===== src/rtl/viterbi_decoder_k3.sv =====
// Hard-decision Viterbi decoder, rate 1/2, K=3, four trellis states.
// Saturating normalised path metrics, register survivors and a full-frame traceback.
//
//   state | meaning
//   IDLE  | waiting for a start-of-frame beat; other beats are dropped
//   ACS   | one add-compare-select step per accepted beat
//   TRACE | walk the survivors back from the last step, one bit per cycle
//   OUT   | one-cycle out_valid pulse, then back to IDLE
module viterbi_decoder_k3 #(
   parameter int         FRAME_BITS = 8,
   parameter logic [2:0] G0         = 3'b111,
   parameter logic [2:0] G1         = 3'b101,
   parameter int         METRIC_W   = 5,
   parameter bit         TERMINATED = 1'b0
) (
   input  logic                  clk,
   input  logic                  reset,
   input  logic                  in_valid,
   input  logic                  in_sof,
   input  logic [1:0]            in_sym,
   output logic                  in_ready,
   output logic                  out_valid,
   output logic [FRAME_BITS-1:0] out_data
);

   localparam int IW = $clog2(FRAME_BITS);
   localparam logic [METRIC_W-1:0] M_MAX = '1;

   typedef enum logic [1:0] {IDLE, ACS, TRACE, OUT} state_t;

   state_t              state;
   logic [IW-1:0]       cnt;
   logic [METRIC_W-1:0] pm [4];
   logic [3:0]          surv [FRAME_BITS];
   logic [1:0]          st;

   logic                accept;
   logic [IW-1:0]       step;
   logic [METRIC_W-1:0] base [4];
   logic [METRIC_W-1:0] raw [4];
   logic [METRIC_W-1:0] norm [4];
   logic [METRIC_W-1:0] mn;
   logic [3:0]          dec;
   logic [1:0]          best_st;

   function automatic logic [1:0] branch_metric(input logic [1:0] s, input logic u,
                                                input logic [1:0] sym);
      logic [2:0] r;
      logic [1:0] e;
      r = {u, s};
      e = {^(G0 & r), ^(G1 & r)} ^ sym;
      return {1'b0, e[1]} + {1'b0, e[0]};
   endfunction

   function automatic logic [METRIC_W-1:0] sat_add(input logic [METRIC_W-1:0] m,
                                                   input logic [1:0] b);
      logic [METRIC_W:0] s;
      s = {1'b0, m} + {{(METRIC_W-1){1'b0}}, b};
      return s[METRIC_W] ? M_MAX : s[METRIC_W-1:0];
   endfunction

   assign accept = in_valid && in_ready;
   assign step   = in_sof ? '0 : cnt;

   // A start-of-frame beat runs its ACS on the initial metrics, not on pm.
   always_comb begin
      for (int i = 0; i < 4; i++) begin
         base[i] = in_sof ? ((i == 0) ? '0 : M_MAX) : pm[i];
      end
   end

   for (genvar n = 0; n < 4; n++) begin : g_acs
      localparam logic [1:0] N  = 2'(n);
      localparam logic [1:0] P0 = {N[0], 1'b0};
      localparam logic [1:0] P1 = {N[0], 1'b1};
      logic [METRIC_W-1:0] c0, c1;
      assign c0     = sat_add(base[P0], branch_metric(P0, N[1], in_sym));
      assign c1     = sat_add(base[P1], branch_metric(P1, N[1], in_sym));
      assign dec[n] = c1 < c0;
      assign raw[n] = dec[n] ? c1 : c0;
   end

   always_comb begin
      mn = raw[0];
      for (int i = 1; i < 4; i++) begin
         if (raw[i] < mn) mn = raw[i];
      end
      for (int i = 0; i < 4; i++) begin
         norm[i] = raw[i] - mn;
      end
      // Descending scan so the lowest-index zero-metric state is kept.
      best_st = 2'd0;
      for (int i = 3; i >= 0; i--) begin
         if (norm[i] == '0) best_st = 2'(i);
      end
   end

   always_ff @(posedge clk) begin
      if (reset) begin
         state     <= IDLE;
         cnt       <= '0;
         st        <= '0;
         in_ready  <= 1'b0;
         out_valid <= 1'b0;
         out_data  <= '0;
         for (int i = 0; i < 4; i++) pm[i] <= '0;
         for (int i = 0; i < FRAME_BITS; i++) surv[i] <= '0;
      end else begin
         out_valid <= 1'b0;
         case (state)
            IDLE, ACS: begin
               in_ready <= 1'b1;
               if (accept && (in_sof || state == ACS)) begin
                  for (int i = 0; i < 4; i++) pm[i] <= norm[i];
                  surv[step] <= dec;
                  if (!in_sof && cnt == IW'(FRAME_BITS - 1)) begin
                     state    <= TRACE;
                     in_ready <= 1'b0;
                     cnt      <= IW'(FRAME_BITS - 1);
                     st       <= TERMINATED ? 2'd0 : best_st;
                  end else begin
                     state <= ACS;
                     cnt   <= in_sof ? IW'(1) : cnt + 1'b1;
                  end
               end
            end
            TRACE: begin
               // Bits arrive last-first; shifting in at the MSB lands the first bit there.
               out_data <= {st[1], out_data[FRAME_BITS-1:1]};
               st       <= {st[0], surv[cnt][st]};
               if (cnt == '0) begin
                  state     <= OUT;
                  out_valid <= 1'b1;
               end else begin
                  cnt <= cnt - 1'b1;
               end
            end
            OUT: begin
               in_ready <= 1'b1;
               state    <= IDLE;
            end
            default: state <= IDLE;
         endcase
      end
   end

endmodule


===== config.mk =====
export PLATFORM = sky130hd
export DESIGN_NAME = viterbi_decoder_k3
export DESIGN_NICKNAME = d
export VERILOG_FILES = /design/src/rtl/viterbi_decoder_k3.sv
export SDC_FILE = /design/constraint.sdc
export NUM_CORES = 1
export LEC_CHECK = 0
export CORE_MARGIN = 8
export CORE_UTILIZATION = 35
export CTS_CLUSTER_SIZE = 30
export DETAILED_ROUTE_END_ITERATION = 12
export HOLD_SLACK_MARGIN = 0.1
export PLACE_DENSITY = 0.54
export SYNTH_ARGS = -nofsm -noshare
export SYNTH_HDL_FRONTEND = slang
export SYNTH_SLANG_ARGS = --single-unit

===== constraint.sdc =====
create_clock -name clk -period 9.7 [get_ports clk]
set_clock_uncertainty 0.2 [all_clocks]
set_input_delay 0.97 -clock clk [delete_from_list [all_inputs] [get_ports clk]]
set_output_delay 0.97 -clock clk [all_outputs]
set_load 0.02 [all_outputs]

* Yosys cells after proc, flatten, opt, wreduce, memory -nomap -nowiden *
Memory sizes are Yosys's and may differ from the RTL's. A register that Yosys moved wholly into a read port is not among the register bits.
Cells that the tools add are included.

storage, ports and cells
  register bits after elaboration = 17
  latch bits = 0
  RAM bits = 52
  ROM bits = 0
  output and inout bits = 10
  logic and storage cells = 126
  memories = 2

memory list
  name  words  width  read ports  clocked after memory_dff  write ports  RTL line  RTL
  surv  8      4      1           1                         8            34        logic [3:0] surv [FRAME_BITS];
  pm    4      5      4           0                         4            33        logic [METRIC_W-1:0] pm [4];

cells by class
  add/sub/neg operators = 18
  multipliers = 0
  divide/modulo/power cells = 0
  order comparisons = 8
  eq/ne operators = 8
  shifts and indexed selects = 0
  mux-type cells = 57
  bitwise gates (word level) = 8
  reductions and logical operators = 19

operators with widths
  kind                                         count
  2-to-1 mux 5 bit                             23
  adder 5 x 2 -> 6 bit                         8
  less-than comparator 5 bit                   7
  2-to-1 mux 3 bit                             8
  logical NOT 5 bit                            4
  subtractor 5 bit                             4
  2-to-1 mux 2 bit                             9
  2-to-1 mux 1 bit                             11
  adder 1 x 1 -> 2 bit                         4
  != test 2 bit, second input constant         4
  case mux 2 bit (3 select lines)              1
  case mux 3 bit (2 select lines)              1
  AND reduction 3 bit                          2
  == test 2 bit, second input constant         2
  2-to-1 mux 4 bit                             1
  OR 1 bit                                     4
  case mux 2 bit (2 select lines)              1
  nonzero test 2 bit                           2
  OR reduction 2 bit                           2
  OR reduction 4 bit                           1
  adder 3 x 1 -> 3 bit, second input constant  1
  == test 3 bit, second input constant         1
  logical AND 1 bit                            3
  logical NOT 3 bit                            1
  other kinds (11)                             13

* Depth between registers and ports, before layout *
  depth in word-level cells = 21
  gate-level depth with buffers = 50
  depth with buffers taken out = 45

* Worst setup path after synthesis *
No wires, ideal clock.

  kind = input to register
  start point = input port in_sof
  end point = register st[1]
  setup time = 79 ps
  data arrival time = 10146 ps
  setup slack = -725 ps
  stages = 46
  buffers on the path = 6
  cell sequence = buf_6 buf_6 buf_6 buf_2 clkbuf_1 or2_2 ha_1 inv_1 fa_1 nor3_1 a21oi_1 ha_1 nand2_1 a211oi_1 a31oi_1 a32oi_1 maj3_4 clkbuf_1 (+10 left out) a211oi_1 nand2b_1 o21ai_0 o21a_1 inv_1 ha_1 nor2_1 a31o_2 nor2_1 mux2i_1 ha_1 inv_1 ha_1 o311a_1 or4_4 a221oi_2 o211ai_1 a211oi_2

between the ends
  longest elaborated chain between the ends = 20
  elaborated cells between the ends (all ways) = 56
  those cells by class = 12 x add/sub; 7 x order compare; 2 x eq/ne; 26 x mux; 9 x reduce/logical

ends and longest elaborated chain
  element                          RTL line  RTL
  from (decl)                      19        input logic in_sof,
  2-to-1 mux 5 bit                 68        base[i] = in_sof ? ((i == 0) ? '0 : M_MAX) : pm[i];
  adder 5 x 2 -> 6 bit             58        s = {1'b0, m} + {{(METRIC_W-1){1'b0}}, b};
  2-to-1 mux 5 bit                 59        return s[METRIC_W] ? M_MAX : s[METRIC_W-1:0];
  less-than comparator 5 bit       79        assign dec[n] = c1 < c0;
  2-to-1 mux 5 bit                 80        assign raw[n] = dec[n] ? c1 : c0;
  less-than comparator 5 bit       86        if (raw[i] < mn) mn = raw[i];
  2-to-1 mux 5 bit                 86
  less-than comparator 5 bit       86
  2-to-1 mux 5 bit                 86
  less-than comparator 5 bit       86
  2-to-1 mux 5 bit                 86
  subtractor 5 bit                 89        norm[i] = raw[i] - mn;
  logical NOT 5 bit                94        if (norm[i] == '0) best_st = 2'(i);
  2-to-1 mux 2 bit (4 in series)   94
  2-to-1 mux 2 bit                 116       if (!in_sof && cnt == IW'(FRAME_BITS - 1)) begin
  2-to-1 mux 2 bit                 113       if (accept && (in_sof || state == ACS)) begin
  case mux 2 bit (2 select lines)  110       case (state)
  to (signal assigned)             120       st <= TERMINATED ? 2'd0 : best_st;
  to (signal assigned)             130       st <= {st[0], surv[cnt][st]};
  to (decl)                        35        logic [1:0] st;

Several ways; a longest one is shown, not always the timed one. The select of a mux whose other input is x is not followed.
A chain may end at the register's enable or synchronous reset.

* Worst setup path in the final report *
  start point = input port in_sym[1]
  end point = register st[1]

between the ends
  longest elaborated chain between the ends = 21
  elaborated cells between the ends (all ways) = 51
  those cells by class = 16 x add/sub; 7 x order compare; 22 x mux; 2 x bitwise; 4 x reduce/logical

ends and longest elaborated chain
  element                                           RTL line  RTL
  from (decl)                                       20        input logic [1:0] in_sym,
  NOT 1 bit (no line) or NOT 2 bit (tied branches)  --
  adder 1 x 1 -> 2 bit                              52        return {1'b0, e[1]} + {1'b0, e[0]};
  adder 5 x 2 -> 6 bit                              58
  2-to-1 mux 5 bit                                  59
  less-than comparator 5 bit                        79
  2-to-1 mux 5 bit                                  80
  less-than comparator 5 bit                        86
  2-to-1 mux 5 bit                                  86
  (+3 left out)                                     --
  2-to-1 mux 5 bit                                  86
  subtractor 5 bit                                  89
  logical NOT 5 bit                                 94
  2-to-1 mux 2 bit (3 in series)                    94
  2-to-1 mux 2 bit *                                94
  2-to-1 mux 2 bit *                                116
  2-to-1 mux 2 bit *                                113
  case mux 2 bit (2 select lines) *                 110

Mark *: on every way between the ends. The rest lies on a longest branch, timed or not. The select of a mux whose other input is x is not followed.

==> metrics.md <==
| Metric | Value |
|---|---|
| Die W | `roughly 160 um` |
| Share of the synthesized area in the top cell type | `0.226` |
| Kind of critical path | `primary input to flip-flop` |
| ANT nets after route | `0` |
| H-tree depth | `3` |
| Final setup violation count | `0` |
| Netlist cell types | `~100` |
| Minimum clock period | `just over 9 ns` |
| Critical path endpoint category | `flip-flop` |
| Final hold vios | `0` |
| Number of enable flip-flop cells after synthesis | `52` |
| GPL Wtd Cong | `a little over 0.9` |
| Stages on worst setup path | `39` |
| Vias in the first global route | `6261` |
| First-pass GRT wire length | `around 32000 um` |
| Routed Wire Length | `~20000 um` |
| Critical path buffers and inverters | `7` |
| Crit path DAT | `between 9 and 10 ns` |
| Total Routing Usage GR | `0.165` |
| Initial antenna violation count | `1` |
| Via density | `about 5.6` |
| Mapped Avg Cell Area | `8.63 um2` |
| Initial DRC count | `574` |
| Post-Synthesis Cells | `around 800` |
| Critical path's largest stage delay | `approximately 0.54 ns` |
| HP Class | `flip-flop to flip-flop` |
| # diodes | `0` |
| Clk buf depth | `2` |
| Footprint of the multi-input gates | `4830 um2` |
| I/O pin total | `16` |
| Hold_buf cts | `0` |
| FF+latch area | `1960 um2` |
| # fillers | `~1900` |
| CP required | `around 10 ns` |
| Tcrit/Tclk final | `0.937` |
| Worst-Skew Late Latency | `0.33 ns` |
| Reg2reg end | `st[1]` |
| Ys flop type | `edfxtp_1` |
| Top post-synthesis cells by area | `edfxtp_1, ha_1, dfxtp_1, nor2_1, a21oi_1` |
| Worst R2R Start | `pm[1][0]` |
| 1st-pass router iterations | `5` |
| PortBufs | `15` |
| Startpoint types | `primary input` |
| Initial core utilization | `0.356` |
| CP endpoint | `st[1]` |
| Gr ovfl total | `0` |
| Max-slew headroom | `0.444` |
| Die extent in y | `157 um` |
| Top Family by Delay on Critical Path | `compound AO/OA/AOI/OAI gates` |
| Setup_tns | `0 ns` |
| FF+latch count, synth | `a little over 70` |
| Share of layout cells above drive strength 1 | `0.228` |
| Core area | `19500 um2` |
| Post-route setup slack | `between 0.6 and 0.7 ns` |
| Status | `completed` |
| Vias | `6518` |
| Residual DRC | `0` |
| Cell taking the most area after synthesis | `edfxtp_1` |
| Largest net degree at the start of global routing | `29` |
| Crit-path max FO | `11` |
| Async S/R FF share, synth | `0` |
| Max-cap violations | `0` |
| RSZ-0062 raised after global routing | `false` |
| DP Wirelength | `around 16000 um` |
| Final net count | `between 900 and 1000` |
| Pins over their slew limit | `0` |
| Syn nets | `approximately 860` |
| Synthesis Warnings | `0` |
| Worst Tran Pin Value | `~0.83 ns` |
| Crit. Startpoint | `in_sym[1]` |
| WL/cell | `approximately 17 um` |
| CTS tree | `done` |
| Seq/Total Area, Yosys | `0.283` |
| Worst path slowest cell | `or4_4` |
| Clock sink total | `72` |
| R2R depth | `37` |
| Mapped cell area | `about 6900 um2` |
| Area Overhead vs Synth | `21.4%` |
| Hold WS | `around 0.26 ns` |
| TritonCTS Buffers | `9` |
| Worst R2R Setup Slack | `roughly 1.1 ns` |
| Cell Rows | `51` |
| Place WS | `-0.119 ns` |
| Die area | `24500 um2` |
| Max Clk Rate | `~110 MHz` |
| Count leader, synth | `nor2_1` |
| Clk slew on worst S/H paths | `approximately 0.060 ns` |
| Clk root buf | `clkbuf_16` |
| Commonest cells post-synth | `nor2_1, nand2_1, a21oi_1, edfxtp_1, ha_1` |
-- cells in the final DEF, fill, tap and decap left out, types with 13 or more instances in the layout --
| master | instances |
|---|---|
| edfxtp_1 | 52 |
| o211ai_1 | 14 |
| dfxtp_1 | 20 |
| nand2_1 | 60 |
| buf_4 | 83 |
| o21a_1 | 14 |
| inv_1 | 43 |
| o21ai_0 | 37 |
| nor2_1 | 99 |
| nand3_1 | 13 |
| or2_2 | 13 |
| nor2b_1 | 15 |
| a21oi_1 | 50 |
| nand2b_1 | 14 |
| nor3_1 | 17 |
| ha_1 | 46 |
-- sequential cells by signal (all words and copies together), names as in the netlist, named ones only --
| name | flops |
|---|---|
| cnt | 3 |
| in_ready | 1 |
| out_data | 8 |
| out_valid | 1 |
| pm | 20 |
| st | 2 |
| state | 2 |
| surv | 32 |
-- cell families (layout without fill, tap and decap cells) --
kind of cell    Yosys count  count (layout)  share of synthesized area
mux                      34              34                     0.0703
simple gates            297             297                      0.214
buf+inv                  74             162                     0.0450
fa+ha+maj                59              59                      0.108
compound gates          253             253                      0.263
xor+xnor                 13              13                     0.0165
flops                    72              72                      0.283
-- repair_timing --
item,4_1_cts,5_1_grt
resized for setup,0,29
setup endpoints to repair,0,5
setup buffers,0,6
-- worst reg2reg max path, delay by kind of cell (launching register included) --
family,cells,cell delay [ns]
flip-flops,1,0.42
buffers and inverters,5,0.63
adder cells (fa/ha/maj),8,1.92
AND/OR/NAND/NOR,6,1.37
multiplexers,4,1.08
AO/OA/AOI/OAI,14,2.94
-- stage by stage --
step | util | area (um2) | cells
finish | 0.432 | 8400 | 1155
floorplan | - | 6970 | 802
detailed placement | 0.405 | 7880 | 1133
CTS | 0.422 | 8210 | 1149
global route | 0.432 | 8400 | 1155
global placement | 0.405 | 7880 | 1133
-- how the worst min path moves through the flow --
stage,startpoint,to,slack (ns),cells past startpoint
after floorplan,st[0],st[0],0.29,2
after global placement,out_data[0],out_data[0],0.26,2
after detailed placement,out_data[3],out_data[2],0.26,2
after CTS,out_data[3],out_data[2],0.27,2
after global routing,out_data[0],out_data[0],0.29,2
final,out_data[0],out_data[0],0.26,2
-- layout make-up --
type,instances,area share
well taps,265,0.0395
multi-input cells,656,0.575
inverters,48,0.0214
clock inverters,6,0.00864
repair buffers,98,0.0920
clock buffers,10,0.0298
flip-flops and latches,72,0.234
-- routing by layer --
| layer | track usage | vias up | share of wire |
|---|---|---|---|
| met3 | 0.0328 | 33 | 0.055 |
| li1 | - | 3191 | - |
| met1 | 0.223 | 3102 | 0.49 |
| met5 | 0 | - | 0 |
| met2 | 0.262 | 192 | 0.44 |
| met4 | 0.0490 | 0 | 0.021 |
Power is not shown: default switching activity piles up to over one toggle a cycle in this logic, so the estimate is an artifact.
